File: src/rtl/rf_dump_loader.sv
// rtl/rf_dump_loader.sv - streams the 32x32 register file out (DUMP) or in (LOAD) over valid/ready.
// Optional XOR checksum of streamed words when RF_DUMP_CHECKSUM_EN is defined.
module rf_dump_loader #(
    parameter int NREGS = 32,
    parameter int AW    = 5,
    parameter int DW    = 32
) (
    input  logic          clk,
    input  logic          rst,
    input  logic          start_dump,
    input  logic          start_load,
    output logic          busy,
    output logic          done,
    output logic [AW-1:0] rf_a1,
    input  logic [DW-1:0] rf_rd1,
    output logic          rf_we3,
    output logic [AW-1:0] rf_a3,
    output logic [DW-1:0] rf_wd3,
    output logic [DW-1:0] dout_data,
    output logic [AW-1:0] dout_idx,
    output logic          dout_valid,
    input  logic          dout_ready,
    input  logic [DW-1:0] din_data,
    input  logic          din_valid,
    output logic          din_ready
`ifdef RF_DUMP_CHECKSUM_EN
    ,
    output logic [DW-1:0] checksum
`endif
);

    typedef enum logic [1:0] {
        S_IDLE,
        S_DUMP,
        S_LOAD,
        S_FIN
    } state_t;

    localparam logic [AW:0] LAST = (AW + 1)'(NREGS - 1);

    state_t      state;
    state_t      state_next;
    logic [AW:0] idx;
    logic        dump_tail;   // last register already captured into the output register
    logic        dout_load;
    logic        dout_hs;
    logic        din_hs;

    assign dout_hs   = (state == S_DUMP) && dout_valid && dout_ready;
    assign din_hs    = din_valid && din_ready;
    assign dout_load = (state == S_DUMP) && !dump_tail && (!dout_valid || dout_ready);

    always_comb begin
        state_next = state;
        busy       = 1'b0;
        done       = 1'b0;
        din_ready  = 1'b0;
        rf_a1      = '0;
        case (state)
            S_IDLE: begin
                if (start_dump) begin
                    state_next = S_DUMP;
                end else if (start_load) begin
                    state_next = S_LOAD;
                end
            end
            S_DUMP: begin
                busy  = 1'b1;
                rf_a1 = idx[AW-1:0];
                if (dout_hs && dump_tail) begin
                    state_next = S_FIN;
                end
            end
            S_LOAD: begin
                busy      = 1'b1;
                din_ready = 1'b1;
                if (din_valid && idx == LAST) begin
                    state_next = S_FIN;
                end
            end
            S_FIN: begin
                done       = 1'b1;
                state_next = S_IDLE;
            end
            default: state_next = S_IDLE;
        endcase
    end

    always_ff @(posedge clk) begin
        if (rst) begin
            state      <= S_IDLE;
            idx        <= '0;
            dump_tail  <= 1'b0;
            rf_we3     <= 1'b0;
            rf_a3      <= '0;
            rf_wd3     <= '0;
            dout_data  <= '0;
            dout_idx   <= '0;
            dout_valid <= 1'b0;
        end else begin
            state  <= state_next;
            rf_we3 <= 1'b0;
            case (state)
                S_IDLE: begin
                    dump_tail <= 1'b0;
                    if (start_dump) begin
                        idx <= '0;
                    end else if (start_load) begin
                        // x0 is hard-wired to zero, so loading begins at x1
                        idx <= (AW + 1)'(1);
                    end
                end
                S_DUMP: begin
                    if (dout_load) begin
                        dout_data  <= rf_rd1;
                        dout_idx   <= idx[AW-1:0];
                        dout_valid <= 1'b1;
                        idx        <= idx + 1'b1;
                        if (idx == LAST) begin
                            dump_tail <= 1'b1;
                        end
                    end else if (dout_hs) begin
                        dout_valid <= 1'b0;
                    end
                end
                S_LOAD: begin
                    if (din_hs) begin
                        rf_we3 <= 1'b1;
                        rf_a3  <= idx[AW-1:0];
                        rf_wd3 <= din_data;
                        idx    <= idx + 1'b1;
                    end
                end
                default: ;
            endcase
        end
    end

`ifdef RF_DUMP_CHECKSUM_EN
    always_ff @(posedge clk) begin
        if (rst) begin
            checksum <= '0;
        end else if (state == S_IDLE && (start_dump || start_load)) begin
            checksum <= '0;
        end else if (dout_hs) begin
            checksum <= checksum ^ dout_data;
        end else if (din_hs) begin
            checksum <= checksum ^ din_data;
        end
    end
`endif

endmodule

File: config.mk
export PLATFORM = sky130hd
export DESIGN_NAME = rf_dump_loader
export DESIGN_NICKNAME = d
export VERILOG_FILES = /design/src/rtl/rf_dump_loader.sv
export SDC_FILE = /design/constraint.sdc
export NUM_CORES = 1
export LEC_CHECK = 0
export ABC_CLOCK_PERIOD_IN_PS = 4300
export CORE_MARGIN = 3
export CORE_UTILIZATION = 44
export DETAILED_ROUTE_END_ITERATION = 6
export GPL_TIMING_DRIVEN = 0
export HOLD_SLACK_MARGIN = 0.02
export PLACE_DENSITY = 0.89
export SYNTH_ARGS = -nofsm -noshare
export SYNTH_HDL_FRONTEND = slang
export SYNTH_SLANG_ARGS = --single-unit
File: constraint.sdc
create_clock -name clk -period 4.3 [get_ports clk]
set_clock_uncertainty 0.15 [all_clocks]
set_input_delay 0.43 -clock clk [delete_from_list [all_inputs] [get_ports clk]]
set_output_delay 0.43 -clock clk [all_outputs]
set_load 0.02 [all_outputs]
==> results.toml <==
[clock_network]
cts_resized = 0
postCtsSetupBuffers = 0
cts_tree = "done"
clkTransAtPathRegs_ns = 0.09
holdBufCountCts = 0
cts_inserted_buffers = 9
htree_levels = 3
clk_latency_ns = 0.34
clockBufferDepth = 2
cts_sinks = 85
cts_root_buffer = "clkbuf_8"

[setup_path]
crit_chain = "inv_1 -> ha_1 -> buf_4 -> inv_2 -> nor2_1 -> clkdlybuf4s50_1"
r2r_cells = 6
rr_endpoint = "idx[5]$_SDFFE_PP0P_"
rrSetupSlack_ns = 2.22
max_stage_delay_ns = 0.61
crit_required_ns = 3.72
crit_slowest_cell = "clkdlybuf4s50_1"
worstPathMaxFanout = 9
endpoint_kind = "primary output"
worst-path-buf-inv = 4
cp.arrival_ns = 1.95
path_delay_family = "buffers and inverters"
worstSetupPathType = "flop to primary output"
timing.rr.start = "state[0]$_SDFFE_PP0P_"
start_kind = "flop"

[yosys]
synth_ff_type = "dfxtp_1"
synthArstFlopShare_pct = 0
synth_cells = 411
syn-cell-area_mm2 = 0.003322
syn_nets = 488
yosys_warnings = 0
avgSynthCellArea_um2 = 8.083
synth.distinct_cells = 39
seq_area_frac_synth_pct = 51.22
synth-edff-count = 0
synth-seq-cells = 85

[finish]
final_cells = 679
antenna_cells = 0
drive_gt1_share_pct = 7.414
fillers = 562
regArea_mm2 = 0.001702
multiInputGateArea_mm2 = 0.001449
layout.nets = 652
area_delta_synth_final_pct = 56.50

[die]
die_y_um = 92.89
rows = 31
coreArea_mm2 = 0.007292
die-area_mm2 = 0.008629
initial_core_util_pct = 45.56
num_io_pins = 154
dieWidth_um = 92.89

[grt]
grt_max_degree = 16
overflow = 0
grt_pass1_wl_mm = 15.86
antenna_found_initial = 0
grt_pass1_vias = 3394
track_usage_pct = 23.18

[drt]
drt-total-wl_mm = 10.09
dr.first_iter.drc_count = 121
num_vias = 3437
wl_per_cell_um = 14.86
vias_per_cell = 5.062
antenna_left = 0
route.detailed.drc = 0
first_pass_iters = 4

[timing]
hold_viol_final = 0
finalCritPeriodShare_pct = 58.88
drv_slew = 0
worst_slew_pin_slew_ns = 0.5503
finalSetupViolCount = 0
setup_tns_ns = 0
fmax_ghz = 0.3950
max_slew_margin_pct = 63.31
fin_crit_ns = 2.532
rsz0062_at_grt = "false"

[run]
max-cap-violations = 0

[placement]
io_buffers = 153
dp_hpwl_mm = 7.591
placed_cells = 663
place_congestion = 0.8106

[worst_hold_path]
whs_path_depth = 2
hold_end = "dout_data[4]$_SDFFE_PP0P_"
min_path_type = "flop to flop"
hp-start = "dout_data[4]$_SDFFE_PP0P_"

[run_status]
status = "completed"

[pwr]
total_power_mw = 2.275
cellLeakagePower_nw = 1.817
p_per_area_mw_per_mm2 = 437.6
vdd_ir_drop_max_uv = 227.5
-- cells by family (layout without fill, tap and decap cells) --
kind of cell | Yosys count | after routing | share of synthesized area, %
simple gates | 187 | 187 | 23.73
compound gates | 98 | 98 | 16.95
flops | 85 | 85 | 51.22
buf+inv | 33 | 202 | 5.160
fa+ha+maj | 7 | 7 | 2.636
mux | 1 | 1 | 0.3013
-- Yosys cell counts (3+ instances only) --
cell type	number	area [um^2]
nand2_1	156	585.6
nand3_1	5	25.02
ha_1	7	87.58
buf_6	3	33.78
nand4_1	3	18.77
a21oi_1	80	400.4
buf_1	4	15.01
clkbuf_1	7	26.28
nor3_1	5	25.02
dfxtp_1	85	1702
buf_2	8	40.04
nor2_1	4	15.01
and2_1	4	25.02
inv_1	5	18.77
buf_4	4	30.03
o21ai_0	4	20.02
-- cell type report --
type	instances	area share, %
Sequential cell	85	32.73
Timing Repair Buffer	153	29.46
Multi-Input combinational cell	293	27.87
Buffer	26	2.792
Clock buffer	9	2.383
Tap cell	99	2.383
Clock inverter	7	1.877
Inverter	7	0.5054
-- per-layer routing --
| layer | vias to the layer above | part of all wire, % | global-route usage [%] |
|---|---|---|---|
| li1 | 1687 | - | - |
| met1 | 1593 | 41 | 26.97 |
| met2 | 133 | 50 | 40.55 |
| met3 | 24 | 6.4 | 5.524 |
| met4 | 0 | 2.5 | 9.646 |
| met5 | - | 0 | 0 |
-- state kept, by name, indices dropped and copies added, names as in the netlist, 2 cells and up --
signal     count
dout_data     32
dout_idx       5
idx            6
rf_a3          5
rf_wd3        32
state          2
-- where the power goes --
group | switching [mW] | leakage [nW] | total, mW | internal (mW)
registers | 0.0486 | 0.687 | 0.910 | 0.861
logic | 0.415 | 1.02 | 0.743 | 0.328
clock network | 0.292 | 0.111 | 0.622 | 0.330
-- worst max path at each step --
stage,startpoint,end,depth (start not counted)
6_report,state[1]$_SDFFE_PP0P_,rf_a1[2],6
3_5_place_dp,rst,rf_wd3[10]$_SDFFE_PP0P_,4
2_1_floorplan,state[0]$_SDFFE_PP0P_,idx[4]$_SDFFE_PP0P_,6
4_1_cts,state[1]$_SDFFE_PP0P_,rf_a1[4],6
5_1_grt,state[1]$_SDFFE_PP0P_,rf_a1[4],6
3_3_place_gp,rst,dout_valid$_SDFFE_PP0P_,4
-- layout by cell type (no fill, tap or decap), types with 2 or more instances in the layout --
master / synthesis / layout
buf_2: 8 / 8
clkbuf_1: 7 / 7
a21oi_1: 80 / 80
nand3_1: 5 / 5
bufinv_16: 0 / 2
nor2_1: 4 / 4
inv_1: 5 / 5
buf_4: 4 / 4
nand2b_1: 2 / 2
buf_1: 4 / 4
nor3_1: 5 / 5
a32o_1: 2 / 2
o21ai_0: 4 / 4
a311oi_1: 2 / 2
ha_1: 7 / 7
clkbuf_8: 0 / 9
inv_2: 2 / 2
dfxtp_1: 85 / 85
clkinv_2: 0 / 2
nand2_1: 156 / 156
and2_1: 4 / 4
nand4_1: 3 / 3
clkdlybuf4s50_1: 0 / 153
buf_6: 3 / 3
-- tightest hold or removal path: stages, from the launching register on --
cell	delay, ns
dfxtp_1	0.32
nand2_1	0.05
a21oi_1	0.05
-- stage by stage --
step | worst slack, ns | instance area, um^2 | hold WS, ns | utilization, %
after floorplan | 2.426 | 3322 | 0.3132 | -
after global placement | 1.983 | 4977 | 0.2908 | 68.26
after detailed placement | 1.963 | 4977 | 0.2953 | 68.26
after CTS | 1.739 | 5199 | 0.3079 | 71.29
after global routing | 1.645 | 5199 | 0.3189 | 71.29
final | 1.768 | 5199 | 0.3060 | 71.29
No activity file was read; power rests on OpenSTA's default activity.
